--- src/rtl/divider_pkg.sv ---
// divider_pkg: shared state encoding, default width and magnitude helper for divider_seq.
package divider_pkg;
  localparam int DIV_WIDTH = 32;
  typedef enum logic [1:0] {IDLE = 2'd0, CALC = 2'd1, SIGN = 2'd2, DONE = 2'd3} div_state_t;
  function automatic logic [32:0] abs_ext(input logic signed [32:0] v);
    return v[32] ? 33'(-v) : v;
  endfunction
endpackage

--- src/rtl/divider_seq_if.sv ---
// divider_seq_if: operand and result valid/ready handshakes of divider_seq.
interface divider_seq_if
  import divider_pkg::*;
#(parameter int WIDTH = DIV_WIDTH);
  logic             VALID_i;
  logic             READY_o;
  logic [WIDTH-1:0] DIN1_i;
  logic [WIDTH-1:0] DIN2_i;
  logic             VALID_o;
  logic             READY_i;
  logic [WIDTH-1:0] QUOT_o;
  logic [WIDTH-1:0] REM_o;
  logic             DIV0_o;
  modport master (output VALID_i, DIN1_i, DIN2_i, READY_i,
                  input  READY_o, VALID_o, QUOT_o, REM_o, DIV0_o);
  modport slave  (input  VALID_i, DIN1_i, DIN2_i, READY_i,
                  output READY_o, VALID_o, QUOT_o, REM_o, DIV0_o);
endinterface

--- src/rtl/div_step.sv ---
// div_step: one restoring-division iteration; trial subtract is a ripple-carry add of ~divisor + 1.
module div_step #(
  parameter int W = 32
) (
  input  logic [W-1:0] i_rem,
  input  logic         i_bit,
  input  logic [W:0]   i_dvs,
  output logic [W-1:0] o_rem,
  output logic         o_q
);
  logic [W:0] w_sh, w_b, w_s, w_c;
  assign w_sh   = {i_rem, i_bit};
  assign w_b    = ~i_dvs;
  assign w_c[0] = 1'b1;
  for (genvar g = 0; g <= W; g++) begin : g_fa
    assign w_s[g] = w_sh[g] ^ w_b[g] ^ w_c[g];
    if (g < W) begin : g_cy
      assign w_c[g+1] = (w_sh[g] & w_b[g]) | (w_c[g] & (w_sh[g] ^ w_b[g]));
    end
  end
  // operands are below 2^W, so the top sum bit is the sign of the trial difference
  assign o_q   = ~w_s[W];
  assign o_rem = o_q ? w_s[W-1:0] : w_sh[W-1:0];
endmodule

--- src/rtl/divider_seq.sv ---
// divider_seq: iterative signed divider, one quotient bit per clock with sign fix-up.
// Define DIVIDER_FAST_SPECIAL_EN to finish divide-by-zero and overflow without iterating.
module divider_seq
  import divider_pkg::*;
#(
  parameter int WIDTH = DIV_WIDTH
) (
  input  logic CLK_i,
  input  logic RSTn_i,
  divider_seq_if.slave bus
);
  localparam int CW = $clog2(WIDTH);
  localparam logic [1:0] S_IDLE = IDLE;
  localparam logic [1:0] S_CALC = CALC;
  localparam logic [1:0] S_SIGN = SIGN;
  localparam logic [1:0] S_DONE = DONE;
  logic [1:0]       r_state;
  logic [CW-1:0]    r_cnt;
  logic [WIDTH-1:0] r_rem, r_quot, r_quot_o, r_rem_o;
  logic [WIDTH:0]   r_dvs;
  logic             r_sign_q, r_sign_r, r_div0, r_div0_o, r_valid;
  logic [WIDTH-1:0] w_rem;
  logic             w_q, w_zero;
  assign w_zero = bus.DIN2_i == '0;
`ifdef DIVIDER_FAST_SPECIAL_EN
  logic w_ovf;
  assign w_ovf = (bus.DIN1_i == {1'b1, {(WIDTH-1){1'b0}}}) && (&bus.DIN2_i);
`endif
  div_step #(.W(WIDTH)) u_step (
    .i_rem(r_rem),
    .i_bit(r_quot[WIDTH-1]),
    .i_dvs(r_dvs),
    .o_rem(w_rem),
    .o_q  (w_q)
  );
  assign bus.READY_o = RSTn_i && (r_state == S_IDLE);
  assign bus.VALID_o = r_valid;
  assign bus.QUOT_o  = r_quot_o;
  assign bus.REM_o   = r_rem_o;
  assign bus.DIV0_o  = r_div0_o;
  always_ff @(posedge CLK_i) begin
    if (!RSTn_i) begin
      r_state  <= S_IDLE;
      r_cnt    <= '0;
      r_rem    <= '0;
      r_quot   <= '0;
      r_dvs    <= '0;
      r_sign_q <= 1'b0;
      r_sign_r <= 1'b0;
      r_div0   <= 1'b0;
      r_valid  <= 1'b0;
      r_quot_o <= '0;
      r_rem_o  <= '0;
      r_div0_o <= 1'b0;
    end else begin
      case (r_state)
        S_IDLE: if (bus.VALID_i) begin
          r_quot   <= WIDTH'(abs_ext(33'(signed'(bus.DIN1_i))));
          r_dvs    <= (WIDTH+1)'(abs_ext(33'(signed'(bus.DIN2_i))));
          // a zero divisor leaves an all-ones quotient that must not be negated
          r_sign_q <= !w_zero && (bus.DIN1_i[WIDTH-1] ^ bus.DIN2_i[WIDTH-1]);
          r_sign_r <= bus.DIN1_i[WIDTH-1];
          r_div0   <= w_zero;
          r_rem    <= '0;
          r_cnt    <= CW'(WIDTH-1);
          r_state  <= S_CALC;
`ifdef DIVIDER_FAST_SPECIAL_EN
          if (w_zero || w_ovf) begin
            r_quot  <= w_zero ? '1 : {1'b1, {(WIDTH-1){1'b0}}};
            r_rem   <= w_zero ? WIDTH'(abs_ext(33'(signed'(bus.DIN1_i)))) : '0;
            r_state <= S_SIGN;
          end
`endif
        end
        S_CALC: begin
          r_rem  <= w_rem;
          r_quot <= {r_quot[WIDTH-2:0], w_q};
          r_cnt  <= r_cnt - 1'b1;
          if (r_cnt == '0) r_state <= S_SIGN;
        end
        S_SIGN: begin
          r_quot_o <= r_sign_q ? -r_quot : r_quot;
          r_rem_o  <= r_sign_r ? -r_rem : r_rem;
          r_div0_o <= r_div0;
          r_valid  <= 1'b1;
          r_state  <= S_DONE;
        end
        default: if (bus.READY_i) begin
          r_valid <= 1'b0;
          r_state <= S_IDLE;
        end
      endcase
    end
  end
endmodule

--- src/flat_wrapper.sv ---
// flat-port wrapper written by rule: the top's interface ports become plain ports
module divider_seq_flat import divider_pkg::*;
#(
  parameter int WIDTH = DIV_WIDTH
)
  (CLK_i, RSTn_i, bus_VALID_i, bus_DIN1_i, bus_DIN2_i, bus_READY_i, bus_READY_o, bus_VALID_o, bus_QUOT_o, bus_REM_o, bus_DIV0_o);
  divider_seq_if #(.WIDTH(WIDTH)) bus_i ();
  input  logic CLK_i;
  input  logic RSTn_i;
  input wire logic [$bits(bus_i.VALID_i)-1:0] bus_VALID_i;
  input wire logic [$bits(bus_i.DIN1_i)-1:0] bus_DIN1_i;
  input wire logic [$bits(bus_i.DIN2_i)-1:0] bus_DIN2_i;
  input wire logic [$bits(bus_i.READY_i)-1:0] bus_READY_i;
  output wire logic [$bits(bus_i.READY_o)-1:0] bus_READY_o;
  output wire logic [$bits(bus_i.VALID_o)-1:0] bus_VALID_o;
  output wire logic [$bits(bus_i.QUOT_o)-1:0] bus_QUOT_o;
  output wire logic [$bits(bus_i.REM_o)-1:0] bus_REM_o;
  output wire logic [$bits(bus_i.DIV0_o)-1:0] bus_DIV0_o;
  assign bus_i.VALID_i = bus_VALID_i;
  assign bus_i.DIN1_i = bus_DIN1_i;
  assign bus_i.DIN2_i = bus_DIN2_i;
  assign bus_i.READY_i = bus_READY_i;
  assign bus_READY_o = bus_i.READY_o;
  assign bus_VALID_o = bus_i.VALID_o;
  assign bus_QUOT_o = bus_i.QUOT_o;
  assign bus_REM_o = bus_i.REM_o;
  assign bus_DIV0_o = bus_i.DIV0_o;
  divider_seq #(.WIDTH(WIDTH)) u_core (.CLK_i(CLK_i), .RSTn_i(RSTn_i), .bus(bus_i));
endmodule
--- config.mk ---
export PLATFORM = sky130hd
export DESIGN_NAME = divider_seq_flat
export DESIGN_NICKNAME = d
export VERILOG_FILES = /design/src/rtl/divider_pkg.sv /design/src/rtl/divider_seq_if.sv /design/src/rtl/div_step.sv /design/src/rtl/divider_seq.sv /design/src/flat_wrapper.sv
export SDC_FILE = /design/constraint.sdc
export NUM_CORES = 1
export LEC_CHECK = 0
export ABC_AREA = 1
export ABC_CLOCK_PERIOD_IN_PS = 12570
export CAP_MARGIN = 20
export CORE_MARGIN = 4
export CORE_UTILIZATION = 40
export CTS_CLUSTER_SIZE = 30
export DETAILED_ROUTE_END_ITERATION = 6
export GPL_TIMING_DRIVEN = 0
export PLACE_DENSITY = 0.67
export SLEW_MARGIN = 15
export SYNTH_ARGS = -nofsm -noshare
export SYNTH_HDL_FRONTEND = slang
export SYNTH_HIERARCHICAL = 1
export SYNTH_SLANG_ARGS = --single-unit
export TNS_END_PERCENT = 100
--- constraint.sdc ---
create_clock -name CLK_i -period 12.57 [get_ports CLK_i]
set_clock_uncertainty 0.05 [all_clocks]
set_input_delay 1.257 -clock CLK_i [delete_from_list [all_inputs] [get_ports CLK_i]]
set_output_delay 1.257 -clock CLK_i [all_outputs]
set_load 0.01 [all_outputs]
# [Word-level counts from Yosys, hierarchy flattened]
# Index checks and enable logic that the tools add are counted.
[op_classes] n_addsub=5 n_reduce_logical=14 n_bitwise=165 n_mux=17 eq_ne=4
[ops] cell="two-way mux 32 bit" count=6
[ops] cell="case mux 32 bit (2 select lines)" count=2
[ops] cell="negator 32 bit" count=3
[ops] cell="bitwise XOR 1 bit" count=66
[ops] cell="bitwise AND 1 bit" count=63
[ops] cell="two-way mux 33 bit" count=1
[ops] cell="negator 32 -> 33 bit" count=1
[ops] cell="NOT 33 bit" count=1
[ops] cell="logical NOT 32 bit" count=1
[ops] cell="OR 1 bit" count=32
[ops] cell="case mux 5 bit (2 select lines)" count=1
[ops] cell="two-way mux 2 bit" count=3
[ops] cell="case mux 2 bit (3 select lines)" count=1
[ops] cell="AND reduction 2 bit" count=3
[ops] cell="logical NOT 5 bit" count=1
[ops] cell="two-way mux 5 bit" count=1
[ops] cell="subtractor 5 x 1 -> 5 bit (second input constant)" count=1
[ops] cell="nonzero test 2 bit" count=2
[ops] cell="nonzero test 4 bit" count=1
[ops] cell="NOT 1 bit" count=3
[ops] cell="AND reduction 3 bit" count=1
[ops] cell="equality test 2 x 1 -> 1 bit (second input constant)" count=1
[ops] cell="equality test 2 bit (second input constant)" count=1
[ops] cell="logical AND 1 bit" count=2
[ops] cell="7 further kinds" count=7
[word_totals] output_inout_bits=67 wordCells=217 register_bits=173

# [Longest topological paths before layout]
[logic_depth] word_depth=68 mapped_depth=42

# [Modules after synthesis]
# The synthesis kept the hierarchy.
[by_module_without_submodules] module="divider_seq" cells_per_inst=1661 instances=1 area_per_inst_um2=10421.2 seq_area_each_um2=3463.3
[by_module_without_submodules] module="div_step" cells_per_inst=216 instances=1 area_per_inst_um2=1532.7 seq_area_each_um2=0.0

# [Least setup slack after synthesis]
# Ideal clock, no wire load.
[synth_path] path_type="reg2reg" startpoint="register u_core.r_quot[31]" endpoint="register u_core.r_rem[29]" path_buffers=1 slack_ns=-0.501 synth_period_minus_slack_ns=13.071 path_stages_with_launch=43 t_arrival_ns=12.888 cell_sequence="dfxtp_1 > inv_1 > ha_1 > fa_1 > fa_1 > fa_1 > fa_1 > fa_1 > fa_1 > fa_1 > fa_1 > fa_1 > fa_1 > fa_1 > fa_1 > fa_1 > fa_1 > fa_1 > [7 not listed] > fa_1 > fa_1 > fa_1 > fa_1 > fa_1 > fa_1 > inv_1 > fa_1 > inv_1 > fa_1 > fa_1 > inv_1 > nand3_2 > buf_6 > nand3_2 > nand2_1 > nand2_1 > a21oi_1"
[synth_via] elab_chain_cells=67 word_cells_on_any_way=69
[synth_rtl] item="start, declared" line="divider_seq.sv:19" text="logic [WIDTH-1:0] r_rem, r_quot, r_quot_o, r_rem_o;"
[synth_rtl] item="start signal, assigned" line="divider_seq.sv:58" text="r_quot <= WIDTH'(abs_ext(33'(signed'(bus.DIN1_i))));"
[synth_rtl] item="start signal, assigned" line="divider_seq.sv:77" text="r_quot <= {r_quot[WIDTH-2:0], w_q};"
[synth_rtl] item="bitwise AND 1 bit / bitwise XOR 1 bit (equally long branches)" line="div_step.sv:18" text="assign w_c[g+1] = (w_sh[g] & w_b[g]) | (w_c[g] & (w_sh[g] ^ w_b[g]));"
[synth_rtl] item="OR 1 bit *" line="div_step.sv:18"
[synth_rtl] item="bitwise AND 1 bit *" line="div_step.sv:18"
[synth_rtl] item="OR 1 bit *" line="div_step.sv:18"
[synth_rtl] item="bitwise AND 1 bit *" line="div_step.sv:18"
[synth_rtl] item="OR 1 bit *" line="div_step.sv:18"
[synth_rtl] item="bitwise AND 1 bit *" line="div_step.sv:18"
[synth_rtl] item="OR 1 bit *" line="div_step.sv:18"
[synth_rtl] item="[52 not listed]"
[synth_rtl] item="bitwise AND 1 bit" line="div_step.sv:18"
[synth_rtl] item="OR 1 bit" line="div_step.sv:18"
[synth_rtl] item="bitwise AND 1 bit" line="div_step.sv:18"
[synth_rtl] item="OR 1 bit" line="div_step.sv:18"
[synth_rtl] item="bitwise XOR 1 bit" line="div_step.sv:16" text="assign w_s[g] = w_sh[g] ^ w_b[g] ^ w_c[g];"
[synth_rtl] item="two-way mux 32 bit *" line="div_step.sv:23" text="assign o_rem = o_q ? w_s[W-1:0] : w_sh[W-1:0];"
[synth_rtl] item="named net u_core.w_rem[29]" line="divider_seq.sv:22" text="logic [WIDTH-1:0] w_rem;"
[synth_rtl] item="case mux 32 bit (2 select lines) *" line="divider_seq.sv:56" text="case (r_state)"
[synth_rtl] item="end signal, assigned" line="divider_seq.sv:76" text="r_rem <= w_rem;"
[synth_rtl] item="end, declared" line="divider_seq.sv:19"
# Mark *: on every way through the listed nets, which the timed path passes. The rest lies on a longest branch.
# A chain may end at the register's enable or synchronous reset.

# [Worst setup path in the final report]
[layout_path] startpoint="register u_core.r_quot[31]" endpoint="register u_core.r_quot[0]"
[layout_via] elab_chain_cells=67 word_cells_on_any_way=68
[layout_rtl] item="bitwise AND 1 bit / bitwise XOR 1 bit (equally long branches)" line="div_step.sv:18"
[layout_rtl] item="OR 1 bit *" line="div_step.sv:18"
[layout_rtl] item="bitwise AND 1 bit *" line="div_step.sv:18"
[layout_rtl] item="OR 1 bit *" line="div_step.sv:18"
[layout_rtl] item="bitwise AND 1 bit *" line="div_step.sv:18"
[layout_rtl] item="OR 1 bit *" line="div_step.sv:18"
[layout_rtl] item="bitwise AND 1 bit *" line="div_step.sv:18"
[layout_rtl] item="OR 1 bit *" line="div_step.sv:18"
[layout_rtl] item="[52 not listed]"
[layout_rtl] item="bitwise AND 1 bit *" line="div_step.sv:18"
[layout_rtl] item="OR 1 bit *" line="div_step.sv:18"
[layout_rtl] item="bitwise AND 1 bit *" line="div_step.sv:18"
[layout_rtl] item="OR 1 bit *" line="div_step.sv:18"
[layout_rtl] item="bitwise XOR 1 bit *" line="div_step.sv:16"
[layout_rtl] item="NOT 1 bit *" line="div_step.sv:22" text="assign o_q = ~w_s[W];"
[layout_rtl] item="named net u_core.w_q" line="divider_seq.sv:23" text="logic w_q, w_zero;"
[layout_rtl] item="case mux 32 bit (2 select lines) *" line="divider_seq.sv:56"
# Marked as above.

==> qor.yml <==
setup_path:
  r2r_start: "u_core/r_quot[31]$_SDFFE_PN0P_"
  reg2reg_to: "u_core/r_quot[0]$_SDFFE_PN0P_"
  start_kind: "register"
  cp_data_arrival_time_ns: 12.68
  crit_type: "register to register"
  critPathSlowestCell: "fa_2"
  worst_setup_path_end_kind: "register"
  ff2ff_setup_slack_ns: 0.21
  max_stage_delay_ns: 0.43
  cp_data_required_time_ns: 12.89
  ff2ff_path_depth: 41
  startpoint: "u_core/r_quot[31]$_SDFFE_PN0P_"
  worst_path_most_repeated_cell: "fa_2"
  cp_max_fo: 6
global_route:
  grt_pass1_vias: 11700
  grt_pass1_wl_um: 65600
  antenna_found_initial: 1
  grt_max_degree: 21
  overflow: 0
  track_usage: 0.248
routing:
  top_layer_used: "met5"
  via_count: 12700
  wl_per_cell_um: 17.1
  dr_wl_met2_um: 18400
  dr.pass1.iters: 7
  route.detailed.drc: 1
  via_per_inst: 5.21
  drt_iter0_drc: 1050
  wl_met1_um: 19800
  ant_nets: 0
  route.met3.wl_um: 2750
  wl_um: 41700
die:
  io_pins: 135
  core_um2: 29600
  rows: 63
  start_util: 0.404
  dieArea_um2: 32700
  die_w_um: 181
  die_h_um: 181
power_and_ir_drop:
  p_int_mw: 1.54
  seq_power_share: 0.299
  combPwrFrac: 0.514
  power.static_leakage_nw: 6.42
  p_clk_frac: 0.187
  p_sw_frac: 0.471
  p_sw_mw: 1.37
  total_power_mw: 2.91
  powerDensity_nw_per_um2: 200
  peakVddDrop_mv: 0.111
min_path:
  min_path_cells: 2
  hold_start: "u_core/r_dvs[32]$_SDFFE_PN0P_"
  hold_path_class: "register to register"
  hold_end: "u_core/r_dvs[32]$_SDFFE_PN0P_"
sta:
  hold_viol: 0
  slew_headroom: 0.369
  finalSetupViolCount: 0
  post-route-period-util: 0.984
  worstMarginPinSlew_ns: 0.946
  fmax_mhz: 80.9
  setup_slack_ns: 0.205
  drv_slew: 0
  min_period_ns: 12.36
  rsz0062_at_grt: "true"
synthesis:
  syn-cell-area_um2: 12000
  ys.flop_type: "dfxtp_1"
  synth_adder_area_share: 0.0613
  synth_top_family_by_area: "simple AND/OR/NAND/NOR gates"
  ys_types: 49
  synth.top_cell.area_share: 0.290
  synth_xor_area_frac: 0.0308
  synth-async-reset-ratio: 0
  synth_common_cells: "445 x nand2_1, 247 x inv_1, 237 x nor2_1"
  synth.most_common_cell: "nand2_1"
  syn_nets: 1985
  ys_ff_latch: 173
  synth.avg_cell_area_um2: 6.37
  postSynthCellCount: 1877
  synth_warnings: 6
  yosys.area.top_type: "dfxtp_1"
  synth_edf_count: 0
  synthMuxAreaShare: 0
  ys_seq_area_frac: 0.290
  synth-simple-area-share: 0.353
  synth_compound_area_frac: 0.148
  synth_area_leaders: "dfxtp_1 29%, nand2_1 14%, inv_1 7.8%"
clock_network:
  path_clk_slew_ns: 0.09
  cts-htree-levels: 4
  cts_tree: "done"
  numCtsBuffers: 17
  clockBufferDepth: 2
  cts-root-buf: "clkbuf_16"
  clock_latency_ns: 0.44
  clock-sinks: 173
run_status:
  violations: "design-rule violations"
  status: "finished, violations left"
placement:
  globalplace.congestion: 0.970
  io_buffers: 132
  dp_slack_ns: -0.754
  hpwl_um: 33200
final_layout:
  fillers: 3055
  antennaDiodeCount: 0
  drive_above_1_share: 0.0993
  areaGrowthSynthToFinish_pct: 21.8
  fin_nets: 2139
run:
  drv_cap: 0
-- power groups by stage --
stage	sequential [mW]	combinational (mW)	clock [mW]
after floorplan	0.863	0.912	0
after global placement	0.877	1.44	0
after detailed placement	0.879	1.46	0
after CTS	0.867	1.47	0.553
after global routing	0.891	1.66	0.574
final	0.870	1.50	0.544
-- per-stage QoR --
| stage | TNS (ns) | utilization | hold slack (ns) | cells | instance area (um^2) |
|---|---|---|---|---|---|
| detailed placement | -20.29 | 0.467 | 0.394 | 2399 | 13800 |
| floorplan | 0 | - | 0.378 | 1877 | 12000 |
| global route | -1.63 | 0.492 | 0.443 | 2434 | 14600 |
| CTS | 0 | 0.490 | 0.405 | 2434 | 14500 |
| global placement | -18.08 | 0.467 | 0.393 | 2399 | 13800 |
| finish | 0 | 0.492 | 0.399 | 2434 | 14600 |
-- kinds of logic (layout without fill, tap and decap cells) --
logic type,Yosys count,after routing
simple gates,956,956
buf+inv,344,511
compound gates,322,322
flops,173,173
xor+xnor,42,42
fa+ha+maj,40,40
-- what timing repair did --
item                                    4_1_cts  5_1_grt
hold buffers                                  0        0
buffers inserted                              2        0
resized for setup                            16       23
endpoints found under the hold margin         0        0
endpoints found under the setup margin       33       33
pin swaps                                     2       12
gates cloned                                  1        0
-- registers in the layout, summed over array words and instances (netlist names) --
name	cells
u_core/r_quot	32
u_core/r_state	2
u_core/bus.VALID_o	1
u_core/bus.QUOT_o	32
u_core/bus.REM_o	32
u_core/r_sign_q	1
u_core/r_dvs	33
u_core/bus.DIV0_o	1
u_core/r_cnt	5
u_core/r_sign_r	1
u_core/r_rem	32
u_core/r_div0	1
-- worst max-delay path by stage --
stage,slack (ns),endpoint,depth (start not counted)
finish,0.21,u_core/r_quot[0]$_SDFFE_PN0P_,41
global placement,-0.67,u_core/r_quot[0]$_SDFFE_PN0P_,41
floorplan,0.03,u_core/r_rem[21]$_SDFFE_PN0P_,42
detailed placement,-0.75,u_core/r_quot[0]$_SDFFE_PN0P_,41
global route,-0.08,u_core/r_rem[4]$_SDFFE_PN0P_,42
CTS,0.02,u_core/r_quot[0]$_SDFFE_PN0P_,41
-- layout by cell type (no fill, tap or decap), types with 17 or more instances in the layout --
| cell | count |
|---|---|
| o211ai_1 | 21 |
| clkdlybuf4s50_1 | 132 |
| xor2_1 | 35 |
| nand2_2 | 20 |
| o21ai_0 | 100 |
| clkbuf_16 | 17 |
| inv_1 | 243 |
| dfxtp_1 | 172 |
| buf_2 | 32 |
| nor2_1 | 237 |
| fa_2 | 31 |
| a21oi_1 | 150 |
| clkbuf_1 | 38 |
| nand3_1 | 168 |
| nand2_1 | 442 |
-- per-layer routing --
layer,vias up,global-route usage
li1,6318,-
met1,5855,0.363
met2,466,0.398
met3,48,0.0270
met4,2,0.0532
met5,-,0
-- cell type report --
type | instances | area (um^2) | share of cell area
Tap cell | 390 | 488 | 0.0335
Clock buffer | 17 | 425 | 0.0292
Inverter | 258 | 971 | 0.0667
Sequential cell | 173 | 3470 | 0.238
Timing Repair Buffer | 135 | 1370 | 0.0939
Buffer | 86 | 445 | 0.0306
Clock inverter | 15 | 186 | 0.0128
Multi-Input combinational cell | 1360 | 7210 | 0.495
-- critical path: cells and delay by family, from the launching register on --
| kind | cells | cell delay [ns] |
|---|---|---|
| fa+ha+maj | 32 | 10.83 |
| buf+inv | 5 | 0.44 |
| flops | 1 | 0.39 |
| simple gates | 3 | 0.33 |
| compound gates | 1 | 0.21 |
Power figures use the tool's default switching activity.
